[src/rtl/arm_pipe_pkg.sv]
// rtl/arm_pipe_pkg.sv - shared types and helpers for the pipeline sequencing controller
package arm_pipe_pkg;

  // Program counter register; never a hazard or forwarding source
  localparam logic [3:0] REG_PC = 4'd15;

  typedef enum logic [1:0] {
    FWD_RF  = 2'b00,
    FWD_WB  = 2'b01,
    FWD_MEM = 2'b10
  } fwd_sel_t;

  typedef enum logic {
    RUN      = 1'b0,
    MEM_WAIT = 1'b1
  } hz_state_t;

  // One in-flight instruction as tracked by the scoreboard
  typedef struct packed {
    logic       valid;
    logic [3:0] wa3;
    logic       regwrite;
    logic       memtoreg;
    logic       memwrite;
    logic [3:0] ra1;
    logic [3:0] ra2;
    logic [3:0] ra3;
    logic [2:0] use_src;
  } sb_entry_t;

  // Register equality that ignores the PC
  function automatic logic reg_match(input logic [3:0] a, input logic [3:0] b);
    return (a == b) && (a != REG_PC);
  endfunction

endpackage

[src/rtl/pipe_hazard_ctrl_if.sv]
// rtl/pipe_hazard_ctrl_if.sv - datapath/controller signal bundle for the hazard controller
interface pipe_hazard_ctrl_if;
  import arm_pipe_pkg::*;

  logic       validD;
  logic [3:0] RA1D;
  logic [3:0] RA2D;
  logic [3:0] RA3D;
  logic [2:0] useD;
  logic [3:0] WA3D;
  logic       RegWriteD;
  logic       MemToRegD;
  logic       MemWriteD;
  logic       PCSrcE;
  logic       mem_ready;

  logic       StallF;
  logic       StallD;
  logic       FlushD;
  logic       FlushE;
  logic       EnE;
  logic       EnM;
  logic       EnW;
  fwd_sel_t   FwdAE;
  fwd_sel_t   FwdBE;
  fwd_sel_t   FwdCE;
  logic       mem_err;

  // Datapath side: presents decode info, consumes pipeline controls
  modport master (
    output validD, RA1D, RA2D, RA3D, useD, WA3D,
    output RegWriteD, MemToRegD, MemWriteD, PCSrcE, mem_ready,
    input  StallF, StallD, FlushD, FlushE, EnE, EnM, EnW,
    input  FwdAE, FwdBE, FwdCE, mem_err
  );

  // Controller side
  modport slave (
    input  validD, RA1D, RA2D, RA3D, useD, WA3D,
    input  RegWriteD, MemToRegD, MemWriteD, PCSrcE, mem_ready,
    output StallF, StallD, FlushD, FlushE, EnE, EnM, EnW,
    output FwdAE, FwdBE, FwdCE, mem_err
  );

endinterface

[src/rtl/hazard_scoreboard.sv]
// rtl/hazard_scoreboard.sv - E/M/W shadow of in-flight instructions with hold and bubble insert
module hazard_scoreboard
  import arm_pipe_pkg::*;
(
  input  logic      clk,
  input  logic      rst,
  input  logic      hold,
  input  logic      bubble,
  input  sb_entry_t d_entry,
  output sb_entry_t e_entry,
  output sb_entry_t m_entry,
  output sb_entry_t w_entry
);

  sb_entry_t e_q, e_d;
  sb_entry_t m_q, m_d;
  sb_entry_t w_q, w_d;

  // Advance one stage per cycle unless frozen; E takes a bubble when flushed
  always_comb begin
    e_d = e_q;
    m_d = m_q;
    w_d = w_q;
    if (!hold) begin
      e_d = bubble ? sb_entry_t'('0) : d_entry;
      m_d = e_q;
      w_d = m_q;
    end
  end

  // Entry registers; reset empties the pipeline
  always_ff @(posedge clk) begin
    if (rst) begin
      e_q <= '0;
      m_q <= '0;
      w_q <= '0;
    end else begin
      e_q <= e_d;
      m_q <= m_d;
      w_q <= w_d;
    end
  end

  assign e_entry = e_q;
  assign m_entry = m_q;
  assign w_entry = w_q;

endmodule

[src/rtl/pipe_hazard_ctrl.sv]
// rtl/pipe_hazard_ctrl.sv - stall/flush/enable and forwarding control for the five-stage pipeline
module pipe_hazard_ctrl
  import arm_pipe_pkg::*;
#(
  parameter int MEM_TIMEOUT = 255
) (
  input  logic               clk,
  input  logic               rst,
  pipe_hazard_ctrl_if.slave  bus
);

  localparam int               CNT_W   = $clog2(MEM_TIMEOUT + 1);
  localparam logic [CNT_W-1:0] CNT_MAX = CNT_W'(MEM_TIMEOUT);

  hz_state_t        state_q, state_d;
  logic [CNT_W-1:0] cnt_q, cnt_d;
  logic             mem_err_q, mem_err_d;

  sb_entry_t d_entry, e_entry, m_entry, w_entry;
  logic      ldstall;
  logic      mem_stall_m;
  logic      timeout_hit;
  logic      freeze;
  logic      flush_e_raw;

  // Select the youngest producer of src: ALU result in M first, then W result
  function automatic fwd_sel_t fwd_for(input logic [3:0] src, input logic used,
                                       input sb_entry_t m, input sb_entry_t w);
    fwd_sel_t sel;
    sel = FWD_RF;
    if (used && m.valid && m.regwrite && !m.memtoreg && reg_match(src, m.wa3))
      sel = FWD_MEM;
    else if (used && w.valid && w.regwrite && reg_match(src, w.wa3))
      sel = FWD_WB;
    return sel;
  endfunction

  // Pack the decode-stage instruction into a scoreboard entry
  always_comb begin
    d_entry          = '0;
    d_entry.valid    = bus.validD;
    d_entry.wa3      = bus.WA3D;
    d_entry.regwrite = bus.RegWriteD;
    d_entry.memtoreg = bus.MemToRegD;
    d_entry.memwrite = bus.MemWriteD;
    d_entry.ra1      = bus.RA1D;
    d_entry.ra2      = bus.RA2D;
    d_entry.ra3      = bus.RA3D;
    d_entry.use_src  = bus.useD;
  end

  hazard_scoreboard u_scoreboard (
    .clk     (clk),
    .rst     (rst),
    .hold    (freeze),
    .bubble  (flush_e_raw),
    .d_entry (d_entry),
    .e_entry (e_entry),
    .m_entry (m_entry),
    .w_entry (w_entry)
  );

  // Scoreboard fields that this controller never consults
  logic unused_sb_fields;
  assign unused_sb_fields = ^{e_entry.memwrite, m_entry.ra1, m_entry.ra2, m_entry.ra3,
                              m_entry.use_src, w_entry.memtoreg, w_entry.memwrite,
                              w_entry.ra1, w_entry.ra2, w_entry.ra3, w_entry.use_src};

  // Hazard conditions: load-use against E, memory stall in M, watchdog expiry
  always_comb begin
    ldstall = e_entry.valid && e_entry.memtoreg && e_entry.regwrite && bus.validD &&
              ((bus.useD[0] && reg_match(bus.RA1D, e_entry.wa3)) ||
               (bus.useD[1] && reg_match(bus.RA2D, e_entry.wa3)) ||
               (bus.useD[2] && reg_match(bus.RA3D, e_entry.wa3)));
    mem_stall_m = m_entry.valid && (m_entry.memtoreg || m_entry.memwrite) && !bus.mem_ready;
    timeout_hit = (cnt_q == CNT_MAX);
    // The watchdog cycle releases like a mem_ready cycle so the access drains
    freeze      = ((state_q == RUN) && mem_stall_m) ||
                  ((state_q == MEM_WAIT) && !bus.mem_ready && !timeout_hit);
    flush_e_raw = ldstall || bus.PCSrcE;
  end

  // Memory-wait FSM next state, watchdog counter and sticky error
  always_comb begin
    state_d   = state_q;
    cnt_d     = cnt_q;
    mem_err_d = mem_err_q;
    case (state_q)
      RUN: begin
        if (mem_stall_m) begin
          state_d = MEM_WAIT;
          cnt_d   = '0;
        end
      end
      MEM_WAIT: begin
        if (bus.mem_ready) begin
          state_d = RUN;
        end else if (timeout_hit) begin
          state_d   = RUN;
          mem_err_d = 1'b1;
        end else begin
          cnt_d = cnt_q + CNT_W'(1);
        end
      end
      default: state_d = RUN;
    endcase
  end

  // FSM, counter and error flag registers
  always_ff @(posedge clk) begin
    if (rst) begin
      state_q   <= RUN;
      cnt_q     <= '0;
      mem_err_q <= 1'b0;
    end else begin
      state_q   <= state_d;
      cnt_q     <= cnt_d;
      mem_err_q <= mem_err_d;
    end
  end

  // Pipeline controls: freeze beats branch flush, branch flush beats load-use stall
  always_comb begin
    bus.StallF  = 1'b0;
    bus.StallD  = 1'b0;
    bus.FlushD  = 1'b0;
    bus.FlushE  = 1'b0;
    bus.EnE     = 1'b1;
    bus.EnM     = 1'b1;
    bus.EnW     = 1'b1;
    bus.FwdAE   = FWD_RF;
    bus.FwdBE   = FWD_RF;
    bus.FwdCE   = FWD_RF;
    bus.mem_err = mem_err_q && !rst;
    if (!rst) begin
      bus.FwdAE = fwd_for(e_entry.ra1, e_entry.use_src[0], m_entry, w_entry);
      bus.FwdBE = fwd_for(e_entry.ra2, e_entry.use_src[1], m_entry, w_entry);
      bus.FwdCE = fwd_for(e_entry.ra3, e_entry.use_src[2], m_entry, w_entry);
      if (freeze) begin
        bus.StallF = 1'b1;
        bus.StallD = 1'b1;
        bus.EnE    = 1'b0;
        bus.EnM    = 1'b0;
        bus.EnW    = 1'b0;
      end else begin
        bus.StallF = ldstall && !bus.PCSrcE;
        bus.StallD = ldstall && !bus.PCSrcE;
        bus.FlushD = bus.PCSrcE;
        bus.FlushE = flush_e_raw;
      end
    end
  end

endmodule

[src/flat_wrapper.sv]
// flat-port wrapper written by rule: the top's interface ports become plain ports
module pipe_hazard_ctrl_flat import arm_pipe_pkg::*;
#(
  parameter int MEM_TIMEOUT = 255
)
  (clk, rst, bus_validD, bus_RA1D, bus_RA2D, bus_RA3D, bus_useD, bus_WA3D, bus_RegWriteD, bus_MemToRegD, bus_MemWriteD, bus_PCSrcE, bus_mem_ready, bus_StallF, bus_StallD, bus_FlushD, bus_FlushE, bus_EnE, bus_EnM, bus_EnW, bus_FwdAE, bus_FwdBE, bus_FwdCE, bus_mem_err);
  pipe_hazard_ctrl_if bus_i ();
  input  logic clk;
  input  logic rst;
  input wire logic [$bits(bus_i.validD)-1:0] bus_validD;
  input wire logic [$bits(bus_i.RA1D)-1:0] bus_RA1D;
  input wire logic [$bits(bus_i.RA2D)-1:0] bus_RA2D;
  input wire logic [$bits(bus_i.RA3D)-1:0] bus_RA3D;
  input wire logic [$bits(bus_i.useD)-1:0] bus_useD;
  input wire logic [$bits(bus_i.WA3D)-1:0] bus_WA3D;
  input wire logic [$bits(bus_i.RegWriteD)-1:0] bus_RegWriteD;
  input wire logic [$bits(bus_i.MemToRegD)-1:0] bus_MemToRegD;
  input wire logic [$bits(bus_i.MemWriteD)-1:0] bus_MemWriteD;
  input wire logic [$bits(bus_i.PCSrcE)-1:0] bus_PCSrcE;
  input wire logic [$bits(bus_i.mem_ready)-1:0] bus_mem_ready;
  output wire logic [$bits(bus_i.StallF)-1:0] bus_StallF;
  output wire logic [$bits(bus_i.StallD)-1:0] bus_StallD;
  output wire logic [$bits(bus_i.FlushD)-1:0] bus_FlushD;
  output wire logic [$bits(bus_i.FlushE)-1:0] bus_FlushE;
  output wire logic [$bits(bus_i.EnE)-1:0] bus_EnE;
  output wire logic [$bits(bus_i.EnM)-1:0] bus_EnM;
  output wire logic [$bits(bus_i.EnW)-1:0] bus_EnW;
  output wire logic [$bits(bus_i.FwdAE)-1:0] bus_FwdAE;
  output wire logic [$bits(bus_i.FwdBE)-1:0] bus_FwdBE;
  output wire logic [$bits(bus_i.FwdCE)-1:0] bus_FwdCE;
  output wire logic [$bits(bus_i.mem_err)-1:0] bus_mem_err;
  assign bus_i.validD = bus_validD;
  assign bus_i.RA1D = bus_RA1D;
  assign bus_i.RA2D = bus_RA2D;
  assign bus_i.RA3D = bus_RA3D;
  assign bus_i.useD = bus_useD;
  assign bus_i.WA3D = bus_WA3D;
  assign bus_i.RegWriteD = bus_RegWriteD;
  assign bus_i.MemToRegD = bus_MemToRegD;
  assign bus_i.MemWriteD = bus_MemWriteD;
  assign bus_i.PCSrcE = bus_PCSrcE;
  assign bus_i.mem_ready = bus_mem_ready;
  assign bus_StallF = bus_i.StallF;
  assign bus_StallD = bus_i.StallD;
  assign bus_FlushD = bus_i.FlushD;
  assign bus_FlushE = bus_i.FlushE;
  assign bus_EnE = bus_i.EnE;
  assign bus_EnM = bus_i.EnM;
  assign bus_EnW = bus_i.EnW;
  assign bus_FwdAE = bus_i.FwdAE;
  assign bus_FwdBE = bus_i.FwdBE;
  assign bus_FwdCE = bus_i.FwdCE;
  assign bus_mem_err = bus_i.mem_err;
  pipe_hazard_ctrl #(.MEM_TIMEOUT(MEM_TIMEOUT)) u_core (.clk(clk), .rst(rst), .bus(bus_i));
endmodule
[config.mk]
export PLATFORM = sky130hd
export DESIGN_NAME = pipe_hazard_ctrl_flat
export DESIGN_NICKNAME = d
export VERILOG_FILES = /design/src/rtl/arm_pipe_pkg.sv /design/src/rtl/pipe_hazard_ctrl_if.sv /design/src/rtl/hazard_scoreboard.sv /design/src/rtl/pipe_hazard_ctrl.sv /design/src/flat_wrapper.sv
export SDC_FILE = /design/constraint.sdc
export NUM_CORES = 1
export LEC_CHECK = 0
export ABC_AREA = 1
export ABC_CLOCK_PERIOD_IN_PS = 1900
export BUFFER_PORTS_ARGS = -buffer_cell sky130_fd_sc_hd__buf_2
export CAP_MARGIN = 20
export CORE_AREA = 4 4 92 94
export CTS_CLUSTER_DIAMETER = 30
export CTS_CLUSTER_SIZE = 12
export DETAILED_ROUTE_END_ITERATION = 10
export DIE_AREA = 0 0 96 98
export HOLD_SLACK_MARGIN = 0.05
export PLACE_DENSITY = 0.72
export SETUP_SLACK_MARGIN = 0.02
export SYNTH_ARGS = -nofsm -noshare
export SYNTH_HDL_FRONTEND = slang
export SYNTH_HIERARCHICAL = 1
export SYNTH_SLANG_ARGS = --single-unit
[constraint.sdc]
create_clock -name clk -period 1.9 [get_ports clk]
set_clock_uncertainty 0.1 [all_clocks]
set_input_delay 0.38 -clock clk [delete_from_list [all_inputs] [get_ports clk]]
set_output_delay 0.38 -clock clk [all_outputs]
set_load 0.01 [all_outputs]
==> reports/metrics.csv, run 1 <==
stage,metric,value,unit
detailed_routing,drt_first_pass_iters,4,
floorplanning,dieArea,9410,µm²
sta,setup_violations,9,
clock_network,cts_root_buffer,clkbuf_8,
sta,fin_crit,2020,ps
placed_design,dp_cells,546,
global_routing,antenna_found_initial,0,
detailed_routing,drc,0,
yosys,synth_cells,415,
setup_path,crit_fanout,4,
clock_network,cts_buffers,5,
status,violations,negative setup slack,
detailed_routing,drt_iter0_markers,174,
detailed_routing,vias,2746,
setup_path,crit_path_start_kind,register,
setup_path,worst-r2r-cell-count,12,
setup_path,r2r-start,u_core/cnt_q[1]$_SDFFE_PP0P_,
detailed_routing,wl_per_cell,13.0,µm
sta,tns,-544,ps
setup_path,end_kind,output pin,
placed_design,hpwl,5.06,mm
yosys,syn_nets,443,
detailed_routing,wirelength,7.51,mm
clock_network,cts_buffer_depth,2,
global_routing,grt_pass1_wl,11.3,mm
min_path,hp-class,in2reg,
cells_and_area,syn_to_final_growth,34.8,%
sta,post-route-period-util,106,%
clock_network,cts_tree,yes,
detailed_routing,ant_nets,0,
cells_and_area,fin_area,3680,µm²
min_path,holdPathStages,3,
floorplanning,die_w,96,µm
floorplanning,num_rows,32,
clock_network,clk_latency,310,ps
status,status,finished with violations,
floorplanning,core_area,7650,µm²
setup_path,critPathKind,reg2out,
global_routing,overflow,0,
global_routing,grt_pass1_vias,2495,
placed_design,dp_slack,55.0,ps
global_routing,grt_use_total,14.8,%
clock_network,htree_levels,2,
cells_and_area,drive_above_1_share,46.0,%
setup_path,critPathCapture,bus_StallF,
clock_network,cts.sinks,47,
yosys,syn-cell-area,2730,µm²
sta,finalMaxSlewViolations,0,
cells_and_area,fill_cells,707,
sta,hold_violations,0,
setup_path,r2r_end,u_core/u_scoreboard/e_entry[20]$_SDFFE_PP0N_,
sta,rsz0062_at_grt,true,
floorplanning,fp.dieH,98,µm
yosys,syn_avg_cell_area,6.58,µm²
sta,max_freq,495,MHz
cells_and_area,fin_nets,501,
job,cap_violations,0,
power,p_leak,1.58,nW
sta,worst_slack,-119,ps
cells_and_area,stdcell_count,576,
yosys,ys.warnings.count,6,
floorplanning,initial_core_util,35.7,%
placed_design,io_buffer_count,40,
clock_network,clkTransAtPathRegs,100,ps
setup_path,rrSetupSlack,10,ps
placed_design,place_congestion,0.887,
global_routing,grt_max_degree,36,
setup_path,required,1420,ps
sta,worstMarginPinSlew,470,ps
detailed_routing,vias_per_cell,4.77,
placed_design,post_dp_cell_area,3010,µm²
sta,timing.slew.headroom,68.7,%
cells_and_area,antennaDiodeCount,0,
power,p_per_area,564,nW/µm²
floorplanning,pin_count,41,
setup_path,startpoint,u_core/cnt_q[1]$_SDFFE_PP0P_,
power,vdd_drop_max,0.302,mV
setup_path,arrival,1540,ps
## layer usage
| layer | global-route usage, % | routed length, µm | vias up |
|---|---|---|---|
| li1 | - | - | 1405 |
| met4 | 6.13 | 133 | 0 |
| met2 | 23.4 | 3640 | 62 |
| met3 | 2.16 | 252 | 14 |
| met5 | 0 | 0 | - |
| met1 | 20.1 | 3490 | 1265 |
## power by group
part | total, mW | internal (mW) | switching (mW)
Combinational | 0.275 | 0.124 | 0.151
Clock | 0.763 | 0.397 | 0.367
Sequential | 1.04 | 0.998 | 0.0413
## metrics by stage
step                hold slack, ps  power [mW]  utilization [%]
floorplan                      339        1.20                -
global route                   204        2.15             48.2
detailed placement             362        1.28             39.4
CTS                            199        2.03             43.3
finish                         199        2.08             48.2
global placement               357        1.27             39.4
## registers in the layout, summed over array words and instances, names as in the netlist
signal                       cells
u_core/u_scoreboard/e_entry     23
u_core/cnt_q                     8
u_core/u_scoreboard/m_entry      8
u_core/u_scoreboard/w_entry      6
u_core/mem_err_q                 1
u_core/state_q                   1
## worst min path at each step
stage                                            startpoint                                            to  slack (ps)
2_1_floorplan  u_core/u_scoreboard/m_entry[15]$_SDFFE_PP0N_  u_core/u_scoreboard/m_entry[15]$_SDFFE_PP0N_         340
3_3_place_gp   u_core/u_scoreboard/w_entry[17]$_SDFFE_PP0N_  u_core/u_scoreboard/w_entry[17]$_SDFFE_PP0N_         360
3_5_place_dp   u_core/u_scoreboard/m_entry[15]$_SDFFE_PP0N_  u_core/u_scoreboard/m_entry[15]$_SDFFE_PP0N_         360
4_1_cts                                         bus_WA3D[3]  u_core/u_scoreboard/e_entry[21]$_SDFFE_PP0N_         200
5_1_grt                                         bus_WA3D[1]  u_core/u_scoreboard/e_entry[19]$_SDFFE_PP0N_         200
6_report                                        bus_WA3D[3]  u_core/u_scoreboard/e_entry[21]$_SDFFE_PP0N_         200
## cells in the final DEF (no fill, tap or decap), types with 10 or more instances in the layout
cell and n:
nand2_2 35, buf_4 29, nand2_1 116, nor2_1 23, inv_1 28, a21oi_2 23
dfxtp_2 10, nand3_1 15, a21oi_1 23, buf_2 40, inv_2 19, dfxtp_4 17
dfxtp_1 20
## critical path: stages, from the launching register on
cell and delay [ps]:
dfxtp_2 370, ha_4 140, nand2_2 50, inv_2 70, nand4_4 90, nand2_4 110
nand2_4 50, inv_2 60, nor2_4 30, inv_2 70, o21ai_2 50, buf_2 130
## timing repair
| item | 4_1_cts | 5_1_grt |
|---|---|---|
| endpoints found under the setup margin | 13 | 35 |
| gates cloned | 0 | 3 |
| hold buffers | 0 | 0 |
| gates resized for setup | 52 | 71 |
| setup buffers | 8 | 12 |
| pin swaps | 8 | 22 |
## cell type report
class	count	area (µm²)	share of cell area (%)
Tap cell	102	128	3.47
Multi-Input combinational cell	293	1690	45.8
Sequential cell	47	1020	27.6
Clock buffer	5	68.8	1.87
Inverter	50	193	5.23
Timing Repair Buffer	76	542	14.7
Clock inverter	3	46.3	1.26
Note: power is estimated with default switching activity, not from simulation.
==> run 2, diff against run 1 <==
==> constraint.sdc (replaced) <==
create_clock -name clk -period 1.9 [get_ports clk]
set_clock_uncertainty 0.1 [all_clocks]
set_input_delay 0.095 -clock clk [delete_from_list [all_inputs] [get_ports clk]]
set_output_delay 0.095 -clock clk [all_outputs]
set_load 0.01 [all_outputs]
==> run 2 against run 1 <==
Net effect:
- the run now ends clean
- maximum frequency is 8.3% higher
- setup slack gained 150 ps
- routed wire length fell by 0.12%
- first-iteration DRC count decreased by 17%
- sequential cell count stayed put
- final cell count grew 0.87%
- total power decreased by 2.2%
- die area is the same
==> reports/metrics.csv, run 2 (synthesized netlist as in run 1, its figures left out) <==
stage,metric,value,unit
detailed_routing,drt_first_pass_iters,5,
min_path,holdPathStages,3,
clock_network,clkTransAtPathRegs,90,ps
detailed_routing,wl_per_cell,12.9,µm
detailed_routing,ant_nets,0,
job,cap_violations,0,
sta,finalMaxSlewViolations,0,
clock_network,clk_latency,300,ps
min_path,min_from,bus_RA3D[0],
global_routing,grt_use_total,15.3,%
setup_path,required,1700,ps
floorplanning,fp.dieH,98,µm
setup_path,end_kind,output pin,
setup_path,crit_path_max_incr_delay,380,ps
cells_and_area,syn_to_final_growth,31.5,%
setup_path,crit_chain,inv_2 > nand2_1 > nand2_1 > nor2_2 > nand3_2 > nand3_2 > nand2_2 > buf_6 > o21ai_4 > buf_6,
placed_design,place_congestion,0.857,
floorplanning,pin_count,41,
detailed_routing,drc,0,
sta,fin_crit,1860,ps
power,p_leak,1.54,nW
setup_path,crit_fanout,5,
sta,worstMarginPinSlew,356,ps
setup_path,rrSetupSlack,100,ps
clock_network,cts_buffers,5,
setup_path,arrival,1670,ps
sta,max_freq,537,MHz
floorplanning,initial_core_util,35.7,%
cells_and_area,fin_nets,507,
setup_path,crit_path_start_kind,register,
setup_path,cpLargestDelayFamily,simple AND/OR/NAND/NOR gates,
clock_network,cts_tree,yes,
floorplanning,dieArea,9410,µm²
sta,setup_violations,0,
cells_and_area,drive_above_1_share,29.6,%
global_routing,antenna_found_initial,0,
placed_design,io_buffer_count,40,
sta,timing.slew.headroom,76.2,%
sta,post-route-period-util,98.1,%
power,total_power,2.03,mW
floorplanning,core_area,7650,µm²
sta,rsz0062_at_grt,true,
setup_path,cp_slowest_cell,dfxtp_4,
min_path,hp-class,in2reg,
power,vdd_drop_max,0.409,mV
status,status,"finished, final reports clean",
cells_and_area,largest_reg_flops,23,
clock_network,cts_root_buffer,clkbuf_8,
placed_design,hpwl,5.05,mm
cells_and_area,fill_cells,710,
clock_network,cts.sinks,47,
floorplanning,num_rows,32,
global_routing,grt_max_degree,32,
detailed_routing,vias,2822,
power,p_per_area,566,nW/µm²
setup_path,critPathKind,reg2out,
detailed_routing,vias_per_cell,4.86,
cells_and_area,antennaDiodeCount,0,
setup_path,r2r-start,u_core/u_scoreboard/e_entry[18]$_SDFFE_PP0N_,
clock_network,htree_levels,2,
detailed_routing,wirelength,7.50,mm
floorplanning,die_w,96,µm
min_path,hold_end,u_core/u_scoreboard/e_entry[3]$_SDFFE_PP0N_,
placed_design,dp_slack,-39.5,ps
sta,hold_violations,0,
cells_and_area,layout_commonest_cell,nand2_1,
global_routing,overflow,0,
clock_network,cts_buffer_depth,2,
setup_path,worst-r2r-cell-count,10,
setup_path,r2r_end,u_core/u_scoreboard/e_entry[18]$_SDFFE_PP0N_,
global_routing,grt_pass1_wl,11.7,mm
detailed_routing,drt_iter0_markers,145,
sta,worst_slack,36.1,ps
cells_and_area,final_cell_mix,"nand2_1, dfxtp_1, buf_2, inv_1, a21oi_1",
global_routing,grt_pass1_vias,2577,
cells_and_area,multi_input_area,1590,µm²
setup_path,timing.critical_path.buf_inv,3,
cells_and_area,layout.area.seq,965,µm²
run 2: worst min-delay path, delay by kind of cell:
family / cells / cell delay, ps
buffers and inverters: 1 / 200
AO/OA/AOI/OAI: 1 / 110
AND/OR/NAND/NOR: 1 / 70
run 2: per-stage QoR:
| step | std cells | hold slack (ps) | setup TNS, ps | util, % | cell area [µm²] |
|---|---|---|---|---|---|
| finish | 581 | 126 | 0 | 47.0 | 3590 |
| global route | 581 | 138 | -172 | 47.0 | 3590 |
| CTS | 574 | 254 | 0 | 43.9 | 3350 |
| detailed placement | 538 | 252 | -422 | 38.4 | 2940 |
| global placement | 538 | 249 | -1.27 | 38.4 | 2940 |
| floorplan | 415 | 138 | 0 | - | 2730 |
run 2: what timing repair did:
| item | 4_1_cts | 5_1_grt |
|---|---|---|
| setup buffers | 4 | 7 |
| pin swaps | 2 | 21 |
| endpoints found under the hold margin | 26 | 0 |
| gates resized for setup | 12 | 47 |
| cloned | 0 | 2 |
| endpoints found under the setup margin | 30 | 34 |
| hold buffers | 25 | 0 |
run 2: worst max-delay path by stage:
stage | to | cells past startpoint | start
floorplan | u_core/u_scoreboard/e_entry[11]$_SDFFE_PP0N_ | 12 | u_core/cnt_q[0]$_SDFFE_PP0P_
global placement | u_core/u_scoreboard/e_entry[18]$_SDFFE_PP0N_ | 9 | u_core/cnt_q[0]$_SDFFE_PP0P_
detailed placement | u_core/u_scoreboard/e_entry[7]$_SDFFE_PP0N_ | 9 | u_core/cnt_q[0]$_SDFFE_PP0P_
CTS | bus_StallF | 10 | u_core/u_scoreboard/e_entry[19]$_SDFFE_PP0N_
global route | bus_StallF | 9 | u_core/u_scoreboard/e_entry[18]$_SDFFE_PP0N_
finish | bus_StallF | 10 | u_core/u_scoreboard/e_entry[19]$_SDFFE_PP0N_
run 2: metal layers:
metal	share of wire, %	up-vias	GRT usage (%)
met4	2.3	0	6.24
met1	43	1316	19.0
met3	3.9	14	2.39
met2	51	74	25.8
met5	0	-	0
li1	-	1418	-
run 2: cell type report:
class	instances	share of cell area, %
multi-input combinational	295	44.3
sequential	47	26.8
timing repair buffer	80	17.1
inverter	50	5.36
tap	102	3.55
clock buffer	6	2.02
clock inverter	1	0.836
run 2: power breakdown:
part	switching, mW	internal, mW
Clock	0.327	0.386
Sequential	0.0378	1.01
Combinational	0.147	0.128
==> run 3, diff against run 2 <==
--- a/config.mk
+++ b/config.mk
@@ -7,15 +7,15 @@
 export LEC_CHECK = 0
 export ABC_AREA = 1
 export ABC_CLOCK_PERIOD_IN_PS = 1900
-export BUFFER_PORTS_ARGS = -buffer_cell sky130_fd_sc_hd__buf_2
 export CAP_MARGIN = 20
-export CORE_AREA = 4 4 92 94
+export CORE_AREA = 4 4 86 88
 export CTS_CLUSTER_DIAMETER = 30
 export CTS_CLUSTER_SIZE = 12
 export DETAILED_ROUTE_END_ITERATION = 10
-export DIE_AREA = 0 0 96 98
+export DIE_AREA = 0 0 90 92
+export DONT_BUFFER_PORTS = 1
 export HOLD_SLACK_MARGIN = 0.05
-export PLACE_DENSITY = 0.72
+export PLACE_DENSITY = 0.75
 export SETUP_SLACK_MARGIN = 0.02
 export SYNTH_ARGS = -nofsm -noshare
 export SYNTH_HDL_FRONTEND = slang
==> run 3 against run 2 <==
Net effect:
- final area shrank 9.2%
- sequential cell count is the same
- die area shrank 12%
- setup slack gained 25 ps
==> reports/metrics.csv, run 3 (synthesized netlist as in run 1, its figures left out) <==
stage,metric,value,unit
status,status,"finished, final reports clean",
cells_and_area,fill_cells,615,
sta,max_freq,544,MHz
power,total_power,1.83,mW
floorplanning,fp.dieH,92,µm
clock_network,htree_levels,2,
power,vdd_drop_max,0.369,mV
clock_network,clkTransAtPathRegs,80,ps
power,p_per_area,560,nW/µm²
sta,post-route-period-util,96.8,%
setup_path,critPathKind,reg2reg,
global_routing,grt_use_total,16.5,%
global_routing,use_met3,4.02,%
floorplanning,core_area,6640,µm²
detailed_routing,vias,2719,
clock_network,cts_tree,yes,
floorplanning,dieArea,8280,µm²
cells_and_area,fin_nets,469,
cells_and_area,antennaDiodeCount,0,
min_path,hp-class,in2out,
setup_path,required,1970,ps
power,p_leak,1.32,nW
placed_design,post_dp_cell_area,2720,µm²
floorplanning,num_rows,30,
cells_and_area,fin_area,3260,µm²
clock_network,cts.sinks,47,
cells_and_area,utilization,49.1,%
placed_design,io_buffer_count,0,
setup_path,crit_fanout,4,
detailed_routing,drc,0,
global_routing,grtUsageMet1,20.3,%
placed_design,hpwl,4.69,mm
clock_network,cts_root_buffer,clkbuf_8,
detailed_routing,wirelength,7.70,mm
setup_path,end_kind,register,
sta,finalMaxSlewViolations,0,
cells_and_area,drive_above_1_share,19.8,%
setup_path,crit_path_max_incr_delay,550,ps
clock_network,cts_buffers,5,
global_routing,grt_max_degree,46,
placed_design,place_congestion,0.829,
setup_path,crit_chain,ha_4 > nand2_2 > inv_2 > nand4_4 > nand2_4 > nand2_8 > inv_2 > nor2_4 > dlygate4sd3_1,
floorplanning,initial_core_util,41.1,%
setup_path,path_common_cell,inv_2,
detailed_routing,vias_per_cell,5.23,
cells_and_area,final_cell_mix,"nand2_1, dfxtp_1, inv_1, a21oi_1, dlygate4sd3_1",
global_routing,grt_busiest_layer,met2,
clock_network,cts_buffer_depth,2,
sta,hold_ws,145,ps
sta,fin_crit,1840,ps
sta,worstMarginPinSlew,327,ps
placed_design,dp_slack,-111,ps
sta,hold_violations,0,
setup_path,arrival,1910,ps
setup_path,crit_path_start_kind,register,
sta,setup_violations,0,
floorplanning,die_w,90,µm
global_routing,antenna_found_initial,0,
global_routing,overflow,0,
setup_path,cp_slowest_cell,dlygate4sd3_1,
detailed_routing,drt_iter0_markers,218,
cells_and_area,layout_commonest_cell,nand2_1,
detailed_routing,wl_per_cell,14.8,µm
global_routing,grt_pass1_wl,11.3,mm
clock_network,clk_latency,300,ps
sta,timing.slew.headroom,78.1,%
job,cap_violations,0,
detailed_routing,ant_nets,0,
cells_and_area,syn_to_final_growth,19.4,%
sta,worst_slack,61.4,ps
floorplanning,pin_count,41,
global_routing,grt_pass1_vias,2437,
global_routing,use_met2,28.1,%
cells_and_area,largest_reg_flops,23,
detailed_routing,drt_first_pass_iters,5,
==> run 3: cell count changes in the layout (fill, tap and decap cells not counted), sizes merged <==
| cell | delta |
|---|---|
| bufinv | -1 |
| dlymetal6s4s | -4 |
| buf | -41 |
| dlygate4sd3 | +7 |
==> run 3: stage by stage <==
step           TNS, ps  cells
4_1_cts              0    490
6_report             0    520
3_3_place_gp      -185    477
2_1_floorplan        0    415
5_1_grt          -27.6    520
3_5_place_dp     -1480    477
==> run 3: worst paths after layout <==
| path | startpoint | end | slack (ps) | depth (start not counted) |
|---|---|---|---|---|
| worst max-delay path | u_core/cnt_q[0]$_SDFFE_PP0P_ | u_core/state_q$_SDFF_PP0_ | 60 | 9 |
| worst min-delay path | rst | bus_FwdAE[1] | 150 | 1 |
| worst max register to register | u_core/cnt_q[0]$_SDFFE_PP0P_ | u_core/state_q$_SDFF_PP0_ | 60 | 9 |
| worst min register to register | u_core/u_scoreboard/e_entry[15]$_SDFFE_PP0N_ | u_core/u_scoreboard/e_entry[15]$_SDFFE_PP0N_ | 370 | 2 |
==> run 3: power by group <==
group / switching [mW] / internal, mW / total (mW)
registers: 0.0383 / 1.01 / 1.05
clock network: 0.309 / 0.246 / 0.555
logic: 0.117 / 0.105 / 0.223
==> run 3: repair_timing <==
item,4_1_cts,5_1_grt
hold buffers,3,26
buffers inserted,3,3
pin swaps,4,4
endpoints found under the hold margin,47,44
resized for setup,6,26
endpoints found under the setup margin,29,47
cloned,1,1
==> run 3: metal layers <==
metal,vias up,part of all wire (%)
li1,1341,-
met1,1264,42
met2,94,50
met3,20,5.7
met4,0,2.2
met5,-,0
==> run 3: area by class of cell <==
cell class                      instances  area, µm²  area share (%)
Timing Repair Buffer                   42        414            12.7
Multi-Input combinational cell        295       1530            46.9
Clock buffer                            6       72.6            2.22
Inverter                               50        188            5.75
Tap cell                               80        100            3.07
Sequential cell                        47        958            29.4
==> run 3: worst max-delay path: cells and delay by family (launching register included) <==
family        cells  cell delay (ps)
fa+ha+maj         1              150
buf+inv           3              700
flops             1              370
simple gates      5              400
